`src/rtl/div_unit_pkg.sv`:
```
`default_nettype none
// ============================================================================
// div_unit_pkg : shared divide-unit constants (ALU control codes, states, width)
// Revision     : 1.0
// ============================================================================
package div_unit_pkg;

  localparam logic [7:0] DIV_CONTROL  = 8'b0001_1010;
  localparam logic [7:0] DIVU_CONTROL = 8'b0001_1011;
  localparam int         DIV_CYCLES   = 32;

  typedef enum logic [1:0] {
    DIV_IDLE = 2'b00,
    DIV_BUSY = 2'b01,
    DIV_DONE = 2'b10
  } div_state_e;

  function automatic logic is_div_op(input logic [7:0] alucontrol);
    return (alucontrol == DIV_CONTROL) || (alucontrol == DIVU_CONTROL);
  endfunction

endpackage
`default_nettype wire

```
`src/rtl/div_unit.sv`:
```
`default_nettype none
// ============================================================================
// div_unit : multi-cycle radix-2 restoring divider, result = {remainder, quotient}
// Revision : 1.0
// ============================================================================
module div_unit
  import div_unit_pkg::*;
#(
  parameter int DATA_W = DIV_CYCLES
) (
  input  logic                clk,
  input  logic                rst,
  input  logic                start,
  input  logic                signed_div,
  input  logic                annul,
  input  logic [DATA_W-1:0]   opdata1,
  input  logic [DATA_W-1:0]   opdata2,
  output logic [2*DATA_W-1:0] result,
  output logic                ready
);

  localparam int CNT_W = (DATA_W > 1) ? $clog2(DATA_W) : 1;

  div_state_e          state_q;
  logic [DATA_W-1:0]   quo_q;
  logic [DATA_W-1:0]   div_q;
  logic [DATA_W-1:0]   rem_q;
  logic [CNT_W-1:0]    cnt_q;
  logic                qneg_q;
  logic                rneg_q;
  logic [2*DATA_W-1:0] result_q;

  logic [DATA_W-1:0]   w_op1_mag;
  logic [DATA_W-1:0]   w_op2_mag;
  logic [DATA_W:0]     w_shifted;
  logic                w_ge;
  logic [DATA_W-1:0]   w_diff;
  logic [DATA_W-1:0]   rem_d;
  logic [DATA_W-1:0]   quo_d;

  // Negating the most negative value wraps to itself, which is its correct unsigned magnitude.
  assign w_op1_mag = (signed_div && opdata1[DATA_W-1]) ? -opdata1 : opdata1;
  assign w_op2_mag = (signed_div && opdata2[DATA_W-1]) ? -opdata2 : opdata2;

  // The remainder stays below the divisor, so a DATA_W-bit subtract is exact whenever w_ge holds.
  always_comb begin
    w_shifted = {rem_q, quo_q[DATA_W-1]};
    w_ge      = (w_shifted >= {1'b0, div_q});
    w_diff    = w_shifted[DATA_W-1:0] - div_q;
    rem_d     = w_ge ? w_diff : w_shifted[DATA_W-1:0];
    quo_d     = {quo_q[DATA_W-2:0], w_ge};
  end

  always_ff @(posedge clk or posedge rst) begin
    if (rst) begin
      state_q  <= DIV_IDLE;
      quo_q    <= '0;
      div_q    <= '0;
      rem_q    <= '0;
      cnt_q    <= '0;
      qneg_q   <= 1'b0;
      rneg_q   <= 1'b0;
      result_q <= '0;
    end else if (annul) begin
      state_q <= DIV_IDLE;
    end else begin
      case (state_q)
        DIV_IDLE: begin
          if (start) begin
            if (opdata2 == '0) begin
              result_q <= {opdata1, {DATA_W{1'b1}}};
              state_q  <= DIV_DONE;
            end else begin
              quo_q   <= w_op1_mag;
              div_q   <= w_op2_mag;
              rem_q   <= '0;
              cnt_q   <= '0;
              qneg_q  <= signed_div & (opdata1[DATA_W-1] ^ opdata2[DATA_W-1]);
              rneg_q  <= signed_div & opdata1[DATA_W-1];
              state_q <= DIV_BUSY;
            end
          end
        end
        DIV_BUSY: begin
          rem_q <= rem_d;
          quo_q <= quo_d;
          cnt_q <= cnt_q + 1'b1;
          if (cnt_q == CNT_W'(DATA_W - 1)) begin
            result_q <= {(rneg_q ? -rem_d : rem_d), (qneg_q ? -quo_d : quo_d)};
            state_q  <= DIV_DONE;
          end
        end
        DIV_DONE: state_q <= DIV_IDLE;
        default:  state_q <= DIV_IDLE;
      endcase
    end
  end

  assign result = result_q;
  assign ready  = (state_q == DIV_DONE) && !annul;

endmodule
`default_nettype wire

```
`config.mk`:
```
export PLATFORM = sky130hd
export DESIGN_NAME = div_unit
export DESIGN_NICKNAME = d
export VERILOG_FILES = /design/src/rtl/div_unit_pkg.sv /design/src/rtl/div_unit.sv
export SDC_FILE = /design/constraint.sdc
export NUM_CORES = 1
export LEC_CHECK = 0
export BUFFER_PORTS_ARGS = -buffer_cell sky130_fd_sc_hd__buf_2
export CAP_MARGIN = 20
export CELL_PAD_IN_SITES_DETAIL_PLACEMENT = 1
export CELL_PAD_IN_SITES_GLOBAL_PLACEMENT = 2
export CORE_MARGIN = 4
export CORE_UTILIZATION = 37
export CTS_BUF_LIST = sky130_fd_sc_hd__clkbuf_8
export DETAILED_ROUTE_END_ITERATION = 10
export PLACE_DENSITY = 0.94
export SLEW_MARGIN = 20
export SYNTH_ARGS = -nofsm -noshare
export SYNTH_HDL_FRONTEND = slang
export SYNTH_SLANG_ARGS = --single-unit
```
`constraint.sdc`:
```
create_clock -name clk -period 6.8 [get_ports clk]
set_clock_uncertainty 0.15 [all_clocks]
set_input_delay 1.7 -clock clk [delete_from_list [all_inputs] [get_ports clk]]
set_output_delay 1.7 -clock clk [all_outputs]
set_load 0.02 [all_outputs]
```
**Word level (Yosys, flattened, before mapping)**

Cells that the tools add are included.
W data, S select, Z words.

- $add $sub $neg: 6
- Equality and inequality tests: 9
- Muxes and demuxes: 23
- Reductions and logical operators: 11
- Order comparisons: 1
- Bitwise logic cells: 5

Operators with widths:

| kind | count |
|---|---|
| $mux W32 | 9 |
| $mux W64 | 3 |
| $neg A32 Y32 | 4 |
| $pmux W32 S2 | 2 |
| $pmux W64 S2 | 1 |
| $ge A33 B32 Y1 | 1 |
| $logic_not A32 Y1 | 1 |
| $sub A32 B32 Y32 | 1 |
| $mux W5 | 2 |
| $pmux W5 S2 | 1 |
| $mux W2 | 4 |
| $ne A2 B2 Y1 const B | 4 |
| $reduce_and A4 Y1 | 2 |
| $ne A3 B3 Y1 const B | 2 |
| $add A5 B1 Y5 const B | 1 |
| $eq A5 B5 Y1 const B | 1 |
| $reduce_and A5 Y1 | 1 |
| $pmux W2 S2 | 1 |
| $logic_and A1 B1 Y1 | 3 |
| $and A1 B1 Y1 | 2 |
| $eq A2 B1 Y1 const B | 1 |
| $eq A2 B2 Y1 const B | 1 |
| $logic_not A2 Y1 | 1 |
| $not A1 Y1 | 2 |
| 4 further kinds | 4 |

- Word-level logic and storage cells: 63
- Input port bits: 69
- Register bits after elaboration: 169
- Output and inout bits: 65

**Longest topological paths before layout**

Gate-level depths: netlist of the first run.

- Depth in word-level cells: 6
- Gate-level depth with buffers: 23
- Mapped depth without buffers: 19

**Worst setup path after synthesis of the first run**

OpenSTA, ideal clock, no wires.

- Path type: reg-to-reg
- Start point: reg rem_q[5]
- End point: reg result_q[62], in the netlist result[62]
- Path buffers: 3
- Period minus slack after synthesis: 5199 ps
- Cell stages (with the launch flop): 22
- Setup time: 137 ps
- Required time: 6513 ps
- Setup slack: 1601 ps
- Arrival: 4912 ps
- Path through: dfrtp_1 > ha_1 > a21oi_4 > o21ai_1 > a22o_1 > o31ai_2 > nand2_4 > inv_2 > buf_6 > buf_6 > buf_2 > mux2i_1 > ha_1 > nand2_1 > or3_1 > or3_1 > nor2_1 > a211oi_2 > or4_1 > o41a_1 > xnor2_1 > a21oi_1

- Cells in the longest elaborated chain, start to end: 6
- Elaborated cells between the ends (all ways): 7
- Classes of those cells: add/sub (2); order compare (1); mux (4)

RTL lines:

| element | RTL line | RTL |
|---|---|---|
| from (decl) | div_unit.sv:27 | `logic [DATA_W-1:0] rem_q;` |
| from (signal assigned) | div_unit.sv:85 | `rem_q <= rem_d;` |
| $sub A32 B32 Y32 or $ge A33 B32 Y1 (tied branches) | div_unit.sv:49, div_unit.sv:48 |  |
| $mux W32 * | div_unit.sv:50 | `rem_d = w_ge ? w_diff : w_shifted[DATA_W-1:0];` |
| $neg A32 Y32 | div_unit.sv:89 | `result_q <= {(rneg_q ? -rem_d : rem_d), (qneg_q ? -quo_d : quo_d)};` |
| $mux W32 * | div_unit.sv:89 |  |
| $mux W64 * | div_unit.sv:88 | `if (cnt_q == CNT_W'(DATA_W - 1)) begin` |
| $pmux W64 S2 * | div_unit.sv:67 | `case (state_q)` |
| to (signal assigned) | div_unit.sv:71 | `result_q <= {opdata1, {DATA_W{1'b1}}};` |
| to (signal assigned) | div_unit.sv:89 |  |
| to (decl) | div_unit.sv:31 | `logic [2*DATA_W-1:0] result_q;` |

Every way passes the cells marked *; elsewhere a longest branch is shown, timed or not. The select of a mux whose other input is x is not followed.
A chain may end at the register's enable or synchronous reset.

**Final worst setup path of the first run**

- Start point: reg rem_q[18]
- End point: reg result_q[62], in the netlist result[62]

Same word-level chain as after synthesis.

==> results.txt, run 1 <==
- Slew headroom: 27.9%
* Synth Warn #: 0
- The highest layer touched by signal routing is met4.
- Averaged over all synthesized cells, the footprint is approximately 8.0 µm².
- Clock latency on the worst-skew pair, taken at its later pin, is 0.51 ns.
- The finished cells cover roughly 0.014 mm².
- Element type at the critical path end: flip-flop
* Tmin final: 5.79 ns
* Fin util: between 40 and 50%
- The total area inside the core boundary comes to 0.0328 mm².
* Biggest area consumer among synthesized cells: sky130_fd_sc_hd__dfrtp_1
- Hold repair after CTS inserted 0 buffers.
* Initial DRC Count: slightly above 800
- In this run, flip-flops and latches consume 40.7% of the power.
- Cell internal power was estimated by the tool at 1.81 mW.
- Summed over all nets, wire length on met2 after detailed routing comes to 20300 µm.
* Total global routing overflow: 0
- Number of antenna violations at the first check in global routing: 0
- Worst Setup Slack post-DPL: around 0.59 ns
- The multi-input combinational cells in the finished layout cover a total of 0.00755 mm².
- After clock tree synthesis, the clock-pin slew on the worst setup and hold paths is 0.11 ns.
- The most used flip-flop cell after synthesis is sky130_fd_sc_hd__dfrtp_1.
- Of all nets on the critical path, the largest fanout is 11.
* Routed Wire Length: about 42000 µm
- The final critical path takes up between 80% and 90% of the cycle.
* Detailed route wirelength on metal3: between 2000 and 2500 µm
* Net count after synthesis: 1652
- Most common library cell in the layout ignoring fill and taps: sky130_fd_sc_hd__nand2_1
- Run status: finished, final reports clean
- In this run the remaining antenna-violating nets after routing total 0.
- Entering global routing, the biggest net connects 91 pins.
- Using the TritonRoute via totals, the vias-per-cell ratio works out to 5.75.
- Leading post-synthesis cells by cell area: sky130_fd_sc_hd__dfrtp_1 34%, sky130_fd_sc_hd__a21oi_1 6.9%, sky130_fd_sc_hd__xor2_1 6.2%, sky130_fd_sc_hd__o21ai_0 5.5%, sky130_fd_sc_hd__nand2_1 5.4%
- The floorplan step defined a die boundary enclosing 0.0365 mm².
- Clock tree synthesis inserted a total of 17 buffers.
* Initial core utilization: 37.9%
- For this run, the detailed router's first-pass iteration total came to 5.
* Number of distinct library cells after synthesis: 89
- The filler cells instantiated in the layout total 4056.
- The number of global-route vias before repair was between 10000 and 15000.
* Number of maximum-capacitance constraint violations: 0
* Relative contribution of combinational cells to total power: around a third
- Net switching is 38.7% of the power.
- Based on the critical path, the design can be clocked at up to roughly 0.17 GHz.
- Detailed placement finished with a half-perimeter wire length of 32700 µm.
* Clock tree root buffer cell: sky130_fd_sc_hd__clkbuf_8
- TritonCTS built the clock tree.
- Avg WL per Cell: 20.3 µm
* Overall die width: between 150 and 200 µm
* Most used cells in the layout excluding fill and tap cells: 180 x sky130_fd_sc_hd__nand2_1, 172 x sky130_fd_sc_hd__a21oi_1, 169 x sky130_fd_sc_hd__dfrtp_1
* Required @ worst endpoint: 7.09 ns
- Metal-1 WL: approximately 19000 µm
* Pins over their slew limit: 0
- The final layout contains 1733 nets.
* Share of the yosys chip area belonging to registers: between 30 and 40%
* Net switching power: 1.14 mW
- Storage cell area: between 0.004 and 0.005 mm²
- The synthesized netlist occupies a cell area of 0.0124 mm².
* EDFF count, synth: 0
- Setup TNS: 0 ns
- Cts repair resizes: 0
- Number of rows created at floorplan: 66
- Synth async-reset ratio: 100%
- In the routed design, unresolved DRC markers number 0.
- Ratio of cells with drive above 1 in the final layout: 13.3%
- The final route contains 12000 vias.
* Routability congestion estimate: between 0.9 and 1
* Leakage power summed over all cells: 6.13 nW
- Unrepaired setup endpoints after global routing: false
- In this run, the clock network consumes 26.9% of the power.
* Worst min path class: reg -> reg
- Layout overhead on the synthesized area: 11.2%
- Number of sinks driven by the clock tree: between 150 and 200
- #FFs+latches synth: 169
* # setup viols final: 0
* Final Hold Fails: 0
- Overall Global Routing Usage: 23.0%
- Area after detailed placement: 0.0134 mm²
* Number of setup buffers added after CTS: 0
- Clock tree buffer depth: 2
* Hold Slack: 0.344 ns
- IR drop worst, VDD: between 0.1 and 0.15 mV
* Startpoint type of the worst setup path: flip-flop
- Maximum level of the CTS H-tree: 4
- The worst setup path is of the reg -> reg kind.
* Proportion of netlist area held by the largest area contributor: 34.1%
* Number of buffers inserted by port buffering: 133
- The die is about 190 µm tall.
* Final Worst Setup Slack: 1.01 ns
- Ports: 134
- Number of cells produced by synthesis: approximately 1500
* First-pass GRT wire length: 67000 µm
- Total power density per cell area: 213 mW/mm²
- Measured slew at the worst slew-check pin: 1.08 ns
- Arrival @ worst endpoint: 6.08 ns
-- flip-flops by register name, summed over array words and instances (netlist names) --
signal and cells:
state_q 2, rem_q 32, cnt_q 5, quo_q 32, qneg_q 1, div_q 32
rneg_q 1, result 64
-- worst max-delay path: stages, from the launching register on --
cell                       delay, ns
sky130_fd_sc_hd__dfrtp_1        0.50
sky130_fd_sc_hd__ha_1           0.57
sky130_fd_sc_hd__nand2_1        0.16
sky130_fd_sc_hd__o21ai_0        0.70
sky130_fd_sc_hd__a22oi_1        0.28
sky130_fd_sc_hd__a21o_1         0.30
sky130_fd_sc_hd__nand2_4        0.15
sky130_fd_sc_hd__inv_2          0.06
sky130_fd_sc_hd__mux2i_1        0.27
sky130_fd_sc_hd__ha_1           0.24
sky130_fd_sc_hd__nand2_1        0.07
sky130_fd_sc_hd__or3_1          0.33
sky130_fd_sc_hd__or3_1          0.41
sky130_fd_sc_hd__nor2_1         0.15
sky130_fd_sc_hd__a211oi_2       0.09
sky130_fd_sc_hd__or4_1          0.55
sky130_fd_sc_hd__o41a_1         0.45
sky130_fd_sc_hd__xnor2_1        0.13
sky130_fd_sc_hd__a21oi_1        0.15
-- synthesized netlist by cell type (7+ instances only) --
library cell and number:
sky130_fd_sc_hd__a21oi_1 172, sky130_fd_sc_hd__nor2_1 161, sky130_fd_sc_hd__nor3_1 28, sky130_fd_sc_hd__or4_1 10, sky130_fd_sc_hd__o21a_1 9, sky130_fd_sc_hd__o41ai_1 10
sky130_fd_sc_hd__nand3_1 25, sky130_fd_sc_hd__or3_1 27, sky130_fd_sc_hd__inv_1 53, sky130_fd_sc_hd__nand4_1 17, sky130_fd_sc_hd__nand2b_1 9, sky130_fd_sc_hd__mux2i_1 21
sky130_fd_sc_hd__buf_2 24, sky130_fd_sc_hd__xor2_1 88, sky130_fd_sc_hd__xnor2_1 49, sky130_fd_sc_hd__clkbuf_1 48, sky130_fd_sc_hd__and3_1 11, sky130_fd_sc_hd__nor2b_1 9
sky130_fd_sc_hd__ha_1 38, sky130_fd_sc_hd__o21ai_0 137, sky130_fd_sc_hd__nand3b_1 7, sky130_fd_sc_hd__a211oi_1 12, sky130_fd_sc_hd__a22o_1 10, sky130_fd_sc_hd__and2_1 11
sky130_fd_sc_hd__o21ai_1 10, sky130_fd_sc_hd__a31oi_1 25, sky130_fd_sc_hd__o211ai_1 15, sky130_fd_sc_hd__nor4_1 19, sky130_fd_sc_hd__o31ai_1 29, sky130_fd_sc_hd__nand2_1 180
sky130_fd_sc_hd__a21o_1 8, sky130_fd_sc_hd__dfrtp_1 169
-- cell families after synthesis --
logic type / share of synthesized area, %
xor+xnor: 9.67
fa+ha+maj: 3.99
compound gates: 24.6
flops: 34.1
buf+inv: 5.25
simple gates: 20.5
mux: 1.97
-- metal layers --
layer | global-route usage [%] | vias to the layer above
met2 | 39.2 | 308
met1 | 30.5 | 5940
met5 | 0 | -
met4 | 6.71 | 0
met3 | 3.31 | 46
li1 | - | 5675
-- power groups by stage --
stage / Sequential (mW) / Combinational [mW] / Clock (mW)
floorplan: 1.18 / 0.719 / 0
global placement: 1.21 / 0.918 / 0
detailed placement: 1.22 / 0.947 / 0
CTS: 1.20 / 0.953 / 0.807
global route: 1.21 / 1.07 / 0.853
finish: 1.20 / 0.956 / 0.791
-- metrics by stage --
step	total power [mW]	instances
after floorplan	1.90	1544
after global placement	2.13	2047
after detailed placement	2.16	2047
after CTS	2.96	2079
after global routing	3.13	2080
final	2.95	2082
-- worst paths after layout --
path,from,endpoint,slack [ns],depth (start not counted)
setup / recovery,rem_q[18],result[62],1.01,18
hold / removal,div_q[27],div_q[27],0.34,2
setup reg to reg,rem_q[18],result[62],1.01,18
hold reg to reg,div_q[27],div_q[27],0.34,2
max in group asynchronous,rst,div_q[1],4.12,3
min in group asynchronous,rst,quo_q[2],1.06,2
-- layout make-up --
class                      count  area share (%)
sequential                   169            30.6
tap                          442            4.01
timing repair buffer         151            6.01
multi-input combinational   1231            54.7
antenna                        2          0.0363
clock inverter                11           0.970
clock buffer                  21            2.09
inverter                      55            1.53
Power figures use the tool's default switching activity.
==> run 2: changes to the inputs <==
--- a/config.mk
+++ b/config.mk
@@ -5,13 +5,15 @@
 export SDC_FILE = /design/constraint.sdc
 export NUM_CORES = 1
 export LEC_CHECK = 0
+export ABC_AREA = 1
 export BUFFER_PORTS_ARGS = -buffer_cell sky130_fd_sc_hd__buf_2
 export CAP_MARGIN = 20
 export CELL_PAD_IN_SITES_DETAIL_PLACEMENT = 1
 export CELL_PAD_IN_SITES_GLOBAL_PLACEMENT = 2
 export CORE_MARGIN = 4
-export CORE_UTILIZATION = 37
+export CORE_UTILIZATION = 34
 export CTS_BUF_LIST = sky130_fd_sc_hd__clkbuf_8
+export CTS_CLUSTER_DIAMETER = 60
 export DETAILED_ROUTE_END_ITERATION = 10
 export PLACE_DENSITY = 0.94
 export SLEW_MARGIN = 20
==> run 2 against run 1 <==
- flip-flop and latch count unchanged
- via count up 20%
- maximum frequency up 9.8%
- utilization down 3.8 points
- first-iteration DRC count up 2.0%
- synthesized area up 6.8%
- die area up 15%
==> results.txt, run 2 <==
- Count of placed standard cells in the final layout, fillers left out: 2703
- Clock transition time at the flip-flop clock pins of the worst setup and hold paths: 0.10 ns
- Among all flip-flop cells after synthesis, the most frequent one is sky130_fd_sc_hd__dfrtp_1.
- The first global-routing pass estimated slightly above 80000 µm of wire.
- Number of rows created at floorplan: 72
- Synthesis produced a netlist with a net count of around 2200.
- #FFs+latches synth: 169
* Clock network power share: 9.2%
* Count of filler cells inserted in the layout: approximately 5200
- Number of maximum-capacitance constraint violations: 0
- Counting instances, the worst hold path has a depth of 2.
- The final-report max-slew violation count is 0.
- In this run the worst path has a maximum fanout of 41.
- EDFF count, synth: 0
- The run finished with clean final reports.
* Avg WL per Cell: 19.1 µm
* Pin count of the biggest net entering global routing: 79
- Post-Synth XOR/XNOR Area: 2.51%
- Final Hold Fails: 0
- The critical path is of the reg -> reg type.
- Number of flip-flops under the largest register name: between 60 and 70
- Crit path largest cell delay: roughly 0.45 ns
* Biggest area consumer among synthesized cells: sky130_fd_sc_hd__dfrtp_1
- In the post-route analysis, the smallest setup slack over all paths is 1.53 ns.
* Post-DR vias/cell: 5.30
* Cell internal power dissipation: around 3.5 mW
- Clock tree from TritonCTS: built
* Routability congestion estimate: 0.918
- The synthesized netlist devotes 13.6% of its cell area to compound gates.
- Area of the multi-input gates: 0.00763 mm²
- Commonest cells post-synth: 658 x sky130_fd_sc_hd__nand2_1, 275 x sky130_fd_sc_hd__inv_1, 194 x sky130_fd_sc_hd__nand3_1, 172 x sky130_fd_sc_hd__nor2_1, 169 x sky130_fd_sc_hd__dfrtp_1
- Switching share of total power: just under 60%
* Part of the power in registers: 21.5%
* Total power density per cell area: approximately 580 mW/mm²
- Number of cells produced by synthesis: 2078
* Setup TNS: 0 ns
* Mux cell area share after synthesis: 0%
- Most common library cell in the layout ignoring fill and taps: sky130_fd_sc_hd__nand2_1
- Die outline area: 0.0422 mm²
* Clock tree buffer depth: 2
- Post-synth design cell area: 0.0133 mm²
* ANT cells: 0
* Relative contribution of combinational cells to total power: 69.3%
- The largest individual stage delay along the critical path comes from the cell sky130_fd_sc_hd__dfrtp_1.
- Most used cells in the layout excluding fill and tap cells: 657 x sky130_fd_sc_hd__nand2_1, 274 x sky130_fd_sc_hd__inv_1, 193 x sky130_fd_sc_hd__nand3_1
- Arrival @ worst endpoint: 5.54 ns
* Max Clk Rate: ~0.19 GHz
- Clk Latency, worst-skew pair: 0.54 ns
- Ratio of cells with drive above 1 in the final layout: around an eighth
* TritonCTS buffer count: 17
- Input and output buffers added on the ports amount to 133.
- Overall Global Routing Usage: about a quarter
* Post-synthesis average cell area: 6.38 µm²
- The number of placed instances, taps included, is 2671.
- Cts repair resizes: 0
- Initial DRC Count: just over 800
* Total global routing overflow: 0
- After Yosys synthesis, full adders, half adders and majority gates account for 3.74% of the synthesized area.
- After synthesis, the largest family of logic cells by area is simple AND/OR/NAND/NOR gates.
- Ports: between 100 and 150
- Synth Warn #: 0
- The final critical path takes up 77.5% of the cycle.
- Final HPWL DP: roughly 40000 µm
- The path class of the tightest hold or removal check is reg -> reg.
- The number of setup buffers added after CTS is 0.
- At the worst endpoint, the required time is slightly above 7 ns.
* Slew headroom: roughly 30%
- The final layout contains routed wiring with a total length of 51600 µm.
* Number of distinct library cells after synthesis: 57
* Clock tree root buffer cell: sky130_fd_sc_hd__clkbuf_8
* Antenna-violating nets left: 0
* Share of the yosys chip area belonging to registers: a little under a third
- Among all cell types in the netlist, the one instantiated most often is sky130_fd_sc_hd__nand2_1.
- The number of cells on the worst reg-to-reg path is 28.
* Tmin final: 5.27 ns
* Number of sinks driven by the clock tree: approximately 170
- Overall die width: around 210 µm
- Storage cell area: ~0.0042 mm²
* Count of hold buffers inserted by post-cts repair: 0
- The synthesized design devotes to its leading area cell type a little under a third of total area.
* Leading post-synthesis cells by cell area: sky130_fd_sc_hd__dfrtp_1 32%, sky130_fd_sc_hd__nand2_1 19%, sky130_fd_sc_hd__inv_1 7.8%, sky130_fd_sc_hd__nand3_1 7.3%, sky130_fd_sc_hd__o21ai_0 6.0%
* Overall via count from detail_route: 14300
* IR drop worst, VDD: 0.490 mV
* Core footprint: 0.0386 mm²
- Most common cell on crit path: sky130_fd_sc_hd__nand2_1
* Number of global-route vias before repair: 14700
- Router iterations before antenna repair: 5
* Synth async-reset ratio: 100%
* Worst Setup Slack post-DPL: 1.75 ns
- Final layout net count: roughly 2300
- After Yosys synthesis, and, or, nand and nor cells account for 37.6% of the synthesized area.
- Summing internal, switching and leakage power gives 8.57 mW.
- Maximum level of the CTS H-tree: 4
- Leakage power summed over all cells: 7.56 nW
* Remaining routing DRC violations: 0
- Setup repair after global routing left no endpoint under its margin.
- Summed over all nets, the switching power comes to 5.06 mW.
- The number of antenna violations at the first check in global routing came to 0.
* Die H: between 200 and 250 µm
* Hold Slack: 0.331 ns
- Layout overhead on the synthesized area: 11.4%
- Setup violations remaining at the end of the flow were counted as 0.
- At the pin with the least slew margin, the transition time is between 1 and 1.5 ns.
- For this configuration, the core starts out at a cell density of roughly a third.
- The worst setup path is launched from a flip-flop.
- STA classifies the critical path endpoint as a flip-flop.
- Worst R2R Setup Slack: 1.53 ns
-- run 2: power groups by stage --
stage	sequential [mW]	combinational, mW	clock, mW
detailed placement	1.85	5.88	0
global placement	1.83	5.75	0
global route	1.89	6.64	0.843
floorplan	1.94	4.00	0
finish	1.84	5.94	0.788
CTS	1.84	5.92	0.803
-- run 2: layout make-up --
| type | count | share of cell area (%) |
|---|---|---|
| clock buffer | 17 | 1.59 |
| clock inverter | 15 | 1.10 |
| inverter | 290 | 7.41 |
| multi-input combinational | 1549 | 51.7 |
| sequential | 169 | 28.7 |
| tap | 518 | 4.39 |
| timing repair buffer | 145 | 5.12 |
-- run 2: worst max-delay path: cells and delay by family, from the launching register on --
family / cells / cell delay (ns)
buffers and inverters: 3 / 0.33
AO/OA/AOI/OAI: 2 / 0.22
flip-flops: 1 / 0.45
AND/OR/NAND/NOR: 21 / 3.36
adder cells (fa/ha/maj): 2 / 0.64
-- run 2: layer usage --
| metal | routed length (µm) | part of all wire (%) | GRT usage, % | up-vias |
|---|---|---|---|---|
| met5 | 0 | 0 | 0 | - |
| met4 | 1210 | 2.3 | 7.03 | 0 |
| met3 | 2020 | 3.9 | 3.14 | 68 |
| met2 | 24200 | 47 | 40.6 | 318 |
| met1 | 24100 | 47 | 33.9 | 7093 |
| li1 | - | - | - | 6840 |
-- run 2: per-stage QoR --
step	util (%)	instance area, µm²
2_1_floorplan	-	13300
3_3_place_gp	37.2	14400
3_5_place_dp	37.2	14400
4_1_cts	38.3	14800
5_1_grt	38.3	14800
6_report	38.3	14800
-- run 2: logic make-up (layout without fill, tap and decap cells) --
kind of cell / Yosys count / in the layout
fa+ha+maj: 39 / 39
buf+inv: 360 / 467
simple gates: 1153 / 1153
xor+xnor: 38 / 38
flops: 169 / 169
compound gates: 319 / 319
-- run 2: path summary, 6_finish.rpt --
check,from,end
max,rem_q[23],result[28]
min,result[6],result[6]
max reg2reg,rem_q[23],result[28]
min reg2reg,result[6],result[6]
max in group asynchronous,rst,div_q[8]
min in group asynchronous,rst,div_q[26]
